<file path="src/rtl/stream_demux_1xn.sv">
// Registered 1-to-N valid/ready stream demultiplexer with one holding slot per channel.
// Optional broadcast (in_bcast port) is enabled with `define STREAM_DEMUX_BCAST_EN.
module stream_demux_1xn #(
  parameter int DATA_W = 32,
  parameter int N_OUT  = 16,
  parameter int SEL_W  = $clog2(N_OUT)
) (
  input  logic                    clk,
  input  logic                    rst_n,
  input  logic                    flush,
  input  logic                    in_valid,
  output logic                    in_ready,
  input  logic [SEL_W-1:0]        in_sel,
  input  logic [DATA_W-1:0]       in_data,
`ifdef STREAM_DEMUX_BCAST_EN
  input  logic                    in_bcast,
`endif
  output logic [N_OUT-1:0]        out_valid,
  input  logic [N_OUT-1:0]        out_ready,
  output logic [N_OUT*DATA_W-1:0] out_data,
  output logic                    sel_err
);

  localparam int N_PAD = 2 ** SEL_W;
  localparam logic [SEL_W:0] N_OUT_C = (SEL_W + 1)'(N_OUT);

  logic             hit;
  logic             sel_free;
  logic             accept;
  logic             bcast;
  logic             drop;
  logic [N_PAD-1:0] valid_pad;
  logic [N_PAD-1:0] ready_pad;
  logic [N_OUT-1:0] load;

  // Padding lets an out-of-range select index the status vectors safely.
  assign valid_pad = N_PAD'(out_valid);
  assign ready_pad = N_PAD'(out_ready);
  assign hit       = ({1'b0, in_sel} < N_OUT_C);
  assign sel_free  = ~hit | ~valid_pad[in_sel] | ready_pad[in_sel];

`ifdef STREAM_DEMUX_BCAST_EN
  assign bcast    = in_bcast;
  assign in_ready = rst_n & ~flush & (bcast ? (&(~out_valid | out_ready)) : sel_free);
`else
  assign bcast    = 1'b0;
  assign in_ready = rst_n & ~flush & sel_free;
`endif

  assign accept = in_valid & in_ready;
  assign drop   = accept & ~hit & ~bcast;

  always_comb begin
    load = '0;
    for (int k = 0; k < N_OUT; k++) begin
      load[k] = accept & (bcast | (hit & (in_sel == SEL_W'(k))));
    end
  end

  // A loading slot stays/goes FULL; a drained slot without refill goes EMPTY.
  always_ff @(posedge clk) begin
    if (!rst_n) begin
      out_valid <= '0;
      out_data  <= '0;
      sel_err   <= 1'b0;
    end else if (flush) begin
      out_valid <= '0;
      sel_err   <= 1'b0;
    end else begin
      sel_err <= drop;
      for (int k = 0; k < N_OUT; k++) begin
        if (load[k]) begin
          out_valid[k]                   <= 1'b1;
          out_data[k*DATA_W +: DATA_W]   <= in_data;
        end else if (out_ready[k]) begin
          out_valid[k]                   <= 1'b0;
        end
      end
    end
  end

endmodule

</file>
<file path="config.mk">
export PLATFORM = sky130hd
export DESIGN_NAME = stream_demux_1xn
export DESIGN_NICKNAME = d
export VERILOG_FILES = /design/src/rtl/stream_demux_1xn.sv
export SDC_FILE = /design/constraint.sdc
export NUM_CORES = 1
export LEC_CHECK = 0
export CAP_MARGIN = 0
export CELL_PAD_IN_SITES_DETAIL_PLACEMENT = 0
export CELL_PAD_IN_SITES_GLOBAL_PLACEMENT = 1
export CORE_UTILIZATION = 39
export DETAILED_ROUTE_END_ITERATION = 6
export GPL_TIMING_DRIVEN = 1
export PLACE_DENSITY = 0.95
export SLEW_MARGIN = 40
export SYNTH_ARGS = -nofsm -noshare
export SYNTH_HDL_FRONTEND = slang
export SYNTH_SLANG_ARGS = --single-unit
</file>
<file path="constraint.sdc">
create_clock -name clk -period 4.4 [get_ports clk]
set_clock_uncertainty 0.2 [all_clocks]
set_input_delay 0.88 -clock clk [delete_from_list [all_inputs] [get_ports clk]]
set_output_delay 0.88 -clock clk [all_outputs]
set_load 0.03 [all_outputs]
</file>
### Word-level counts from Yosys, hierarchy flattened

Index checks and enable logic that the tools add are counted.

* ROM bits: 0
* register bits: 528
* output and inout port bits: 530
* logic and storage cells: 141
* memories kept: 0
* bits in latches: 0
* RAM bits: 0

* multipliers: 0
* div/mod/pow operators: 0
* bitwise gates (word level): 23
* mux-type cells: 36
* $lt $le $gt $ge: 1
* reductions and logical operators: 34
* shift operators: 0
* eq/ne operators: 15
* add/sub/neg operators: 0

Operators by type and width (number)
* 1-bit two-way mux: 34
* 4-bit equality test, second input constant: 8
* 2-bit AND reduction: 16
* 2-bit nonzero test: 16
* 1-bit AND: 19
* 4-bit by 3-bit equality test with 1-bit output, second input constant: 4
* 1-bit binary-select mux with 4-bit select: 2
* 4-bit by 2-bit equality test with 1-bit output, second input constant: 2
* 4-bit by 5-bit < comparator with 1-bit output, second input constant: 1
* 4-bit by 1-bit equality test with 1-bit output, second input constant: 1
* 4-bit logical NOT: 1
* 1-bit NOT: 3
* 2-bit OR reduction: 1
* 1-bit OR: 1

### Logic depth before layout (Yosys ltp)

* word-level depth: 8
* gate-level depth with buffers: 9
* mapped depth without buffers: 5

### Least setup slack after synthesis

OpenSTA, ideal clock, no wires.

* kind: input to output
* start: input in_sel[0]
* end: output in_ready
* cell stages on the path: 8
* data arrival time: 2574 ps
* setup slack: 746 ps
* cell sequence: buf_6 mux4_1 nand3_1 and3_1 buf_6 buf_8 nor2_1 nor2_1

* longest elaborated chain between the ends: 5
* elaborated cells on any way between the ends: 7
* those cells by class: 4 x mux; 3 x bitwise

RTL lines
* from (decl): line 13 `input logic [SEL_W-1:0] in_sel,`
* 1-bit binary-select mux with 4-bit select: line 40 `assign sel_free = ~hit | ~valid_pad[in_sel] | ready_pad[in_sel];`
* 1-bit two-way mux (implied by the code): line 40
* 1-bit NOT: line 40
* 1-bit OR *: line 40
* 1-bit AND *: line 47 `assign in_ready = rst_n & ~flush & sel_free;`
* to (decl): line 12 `output logic in_ready,`

Every way passes the cells marked *; elsewhere a longest branch is shown, timed or not. The select of a mux whose other input is x is not followed.

### Worst setup path in the final report

Ends and elaborated chain as after synthesis.

==> metrics.md <==
| Metric | Value |
|---|---|
| Gate count after technology mapping | around 1800 |
| Yosys cell types | 30 |
| Clk buf depth | 3 |
| FILL cells | 4197 |
| Top cells by area, synth | dfxtp_1 (54%), mux2i_1 (26%), nand2_1 (11%), clkbuf_1 (1.9%), buf_8 (1.3%) |
| Post_cts resized | 0 |
| Syn_nets | between 1500 and 2000 |
| Antenna Nets Post-Route | 0 |
| Setup ws final | ~0.42 ns |
| Final instance area | 27700 sq um |
| Pre-Repair DR Iteration Count | 4 |
| Final setup fails | 0 |
| Dpl cell area | ~26000 sq um |
| DRC Markers | 0 |
| Status | finished, final reports clean |
| Vias per cell | approximately 5.0 |
| Worst-Skew Late Latency | 0.59 ns |
| Pins Over Slew Limit | 0 |
| Max Cap Viol | 0 |
| Worst Setup Start Kind | input pin |
| Number of global-route vias before repair | around 15000 |
| Num CTS Buffers | between 50 and 60 |
| CP Max Fanout | 12 |
| Number of enable flip-flop cells after synthesis | 0 |
| Worst setup startpoint | in_sel[0] |
| Leakage | between 10 and 15 nW |
| H-tree depth | 2 |
| # rows | 81 |
| Die span in y | around 230 microns |
| Area leader, netlist | dfxtp_1 |
| Critical path type | input pin to output pin |
| First-pass GRT wire length | about 93 mm |
| CTS tree | done |
| Top post-synthesis cells by count | nand2_1 (547), dfxtp_1 (528), mux2i_1 (512) |
| Final Util | between 50% and 60% |
| Pre-CTS WS | 0.275 ns |
| Setup bufs post-CTS | 0 |
| RSZ-0062 raised after global routing | false |
| Worst setup EP type | output pin |
| WL/cell | between 20 and 25 microns |
| PD cells | approximately 360 nW/um^2 |
| Final min period | 3.98 ns |
| WL final | 63.6 mm |
| Clk root buf | clkbuf_16 |
| Syn Std Cell Area | roughly 20000 sq um |
| Core Region | 49200 sq um |
| Count leader, synth | nand2_1 |
| Final net count | roughly 2400 |
| Initial Util | between 30 and 40% |
| Global placer's final weighted congestion | approximately 0.89 |
| GR Overflow Total | 0 |
| Num ports | slightly below 600 |
| #FFs+latches synth | 528 |
| CTS Sinks | 528 |
| Setup_tns | 0 ns |
| Fraction of registers with async set/reset | 0% |
| Area grow syn2layout | 41.9% |
| Worst EP arrival | 2.90 ns |
| Data required, critical path | 3.32 ns |
| VDD IR max | slightly above 300 uV |
| Measured slew at the worst slew-check pin | approximately 0.9 ns |
| Synth top area share | approximately 54% |
| Register area share after synthesis | 54.2% |
| R2r setup slk | around 1.7 ns |
| CP endpoint | in_ready |
| Final hold violation count | 0 |
| IO buf count | about 580 |
| Antenna violations before repair | 0 |
| Final worst-path cycle share | around nine tenths |
| Worst r2r src | out_valid[2] |
| Fmax | about 250 MHz |
| Global router's overall resource usage | about a quarter |
| R2R Path End | out_data[78] |
| Via count | roughly 15000 |
| Worst r2r path cells | 7 |
| Worst min path class | register to register |
| Hold-fix buffers, CTS | 0 |
| Post-DP HPWL | 43.2 mm |
| Syn. warnings | 0 |
| Die Footprint | between 50000 and 60000 sq um |
| Initial DRC Count | 770 |
| Die W | approximately 230 microns |
| Layout cells sized above 1 | under 10% |
| Slew margin rel. | between 30% and 40% |
| Syn Area/Cell | 10.7 sq um |
| Largest net degree at the start of global routing | 168 |
| Synth Flop Type | dfxtp_1 |
| Reg clk slew, reported paths | about 0.06 ns |
| Hold_ws | 0.256 ns |
-- kinds of logic after synthesis --
| logic type | share of synthesized area, % |
|---|---|
| compound gates | 1.84 |
| mux | 27.3 |
| flops | 54.2 |
| buf+inv | 4.89 |
| other cells | 0.0192 |
| simple gates | 11.8 |
-- critical path, cell delays in order --
cell,delay [ns]
clkdlybuf4s50_1,0.45
buf_4,0.20
mux4_1,0.60
a22oi_2,0.20
nand3_4,0.18
nor2_1,0.14
nor2_1,0.06
buf_4,0.17
-- power breakdown --
group,internal [mW],total [mW],switching [mW]
clock network,2.81,4.74,1.94
logic,0.141,0.467,0.326
registers,4.80,4.81,0.0104
total,7.75,10.0,2.27
-- cell usage in the layout (no fill, tap or decap), types with 5 or more instances in the layout --
cell | Yosys | final
clkdlybuf4s50_1 | 0 | 582
mux2i_1 | 512 | 512
buf_12 | 0 | 18
o211ai_4 | 5 | 12
clkbuf_8 | 0 | 17
clkbuf_16 | 0 | 55
buf_4 | 22 | 19
nand2b_1 | 17 | 17
nand2_1 | 547 | 532
nor2b_1 | 5 | 5
a21oi_1 | 16 | 16
dfxtp_1 | 528 | 528
clkbuf_1 | 98 | 6
mux4_1 | 7 | 7
clkinv_2 | 0 | 10
nand2_2 | 0 | 15
-- final cells by class --
| class | instances | area (sq um) | share of cell area (%) |
|---|---|---|---|
| flip-flops and latches | 528 | 10600 | 38.2 |
| well taps | 664 | 831 | 3.00 |
| repair buffers | 620 | 6340 | 22.9 |
| diodes | 1 | 2.50 | 0.00904 |
| clock inverters | 20 | 224 | 0.809 |
| clock buffers | 78 | 1630 | 5.90 |
| multi-input cells | 1140 | 8090 | 29.2 |
-- sequential cells by signal, indices dropped and copies added, names as in the netlist --
signal,cells
out_data,512
out_valid,16
-- worst min-delay path by stage --
stage	from	end	slack (ns)	cells after the start
global placement	out_data[483]	out_data[483]	0.24	2
global route	out_data[354]	out_data[354]	0.27	2
CTS	out_data[0]	out_data[0]	0.26	2
floorplan	out_data[83]	out_data[83]	0.39	2
finish	out_data[4]	out_data[4]	0.26	2
detailed placement	out_data[0]	out_data[0]	0.25	2
-- routing by layer --
layer	vias up	wire, microns	part of all wire [%]	track usage (%)
li1	7088	-	-	-
met1	7505	26500	42	29.5
met2	562	29800	47	39.4
met3	117	5160	8.1	6.73
met4	0	2120	3.3	9.48
met5	-	0	0	0
-- stage by stage --
step	power [mW]	std cells
final	10.0	3051
after global routing	10.3	3050
after CTS	10.1	3050
after detailed placement	5.38	2952
after global placement	5.37	2952
after floorplan	5.17	1821
No activity file was read; power rests on OpenSTA's default activity.
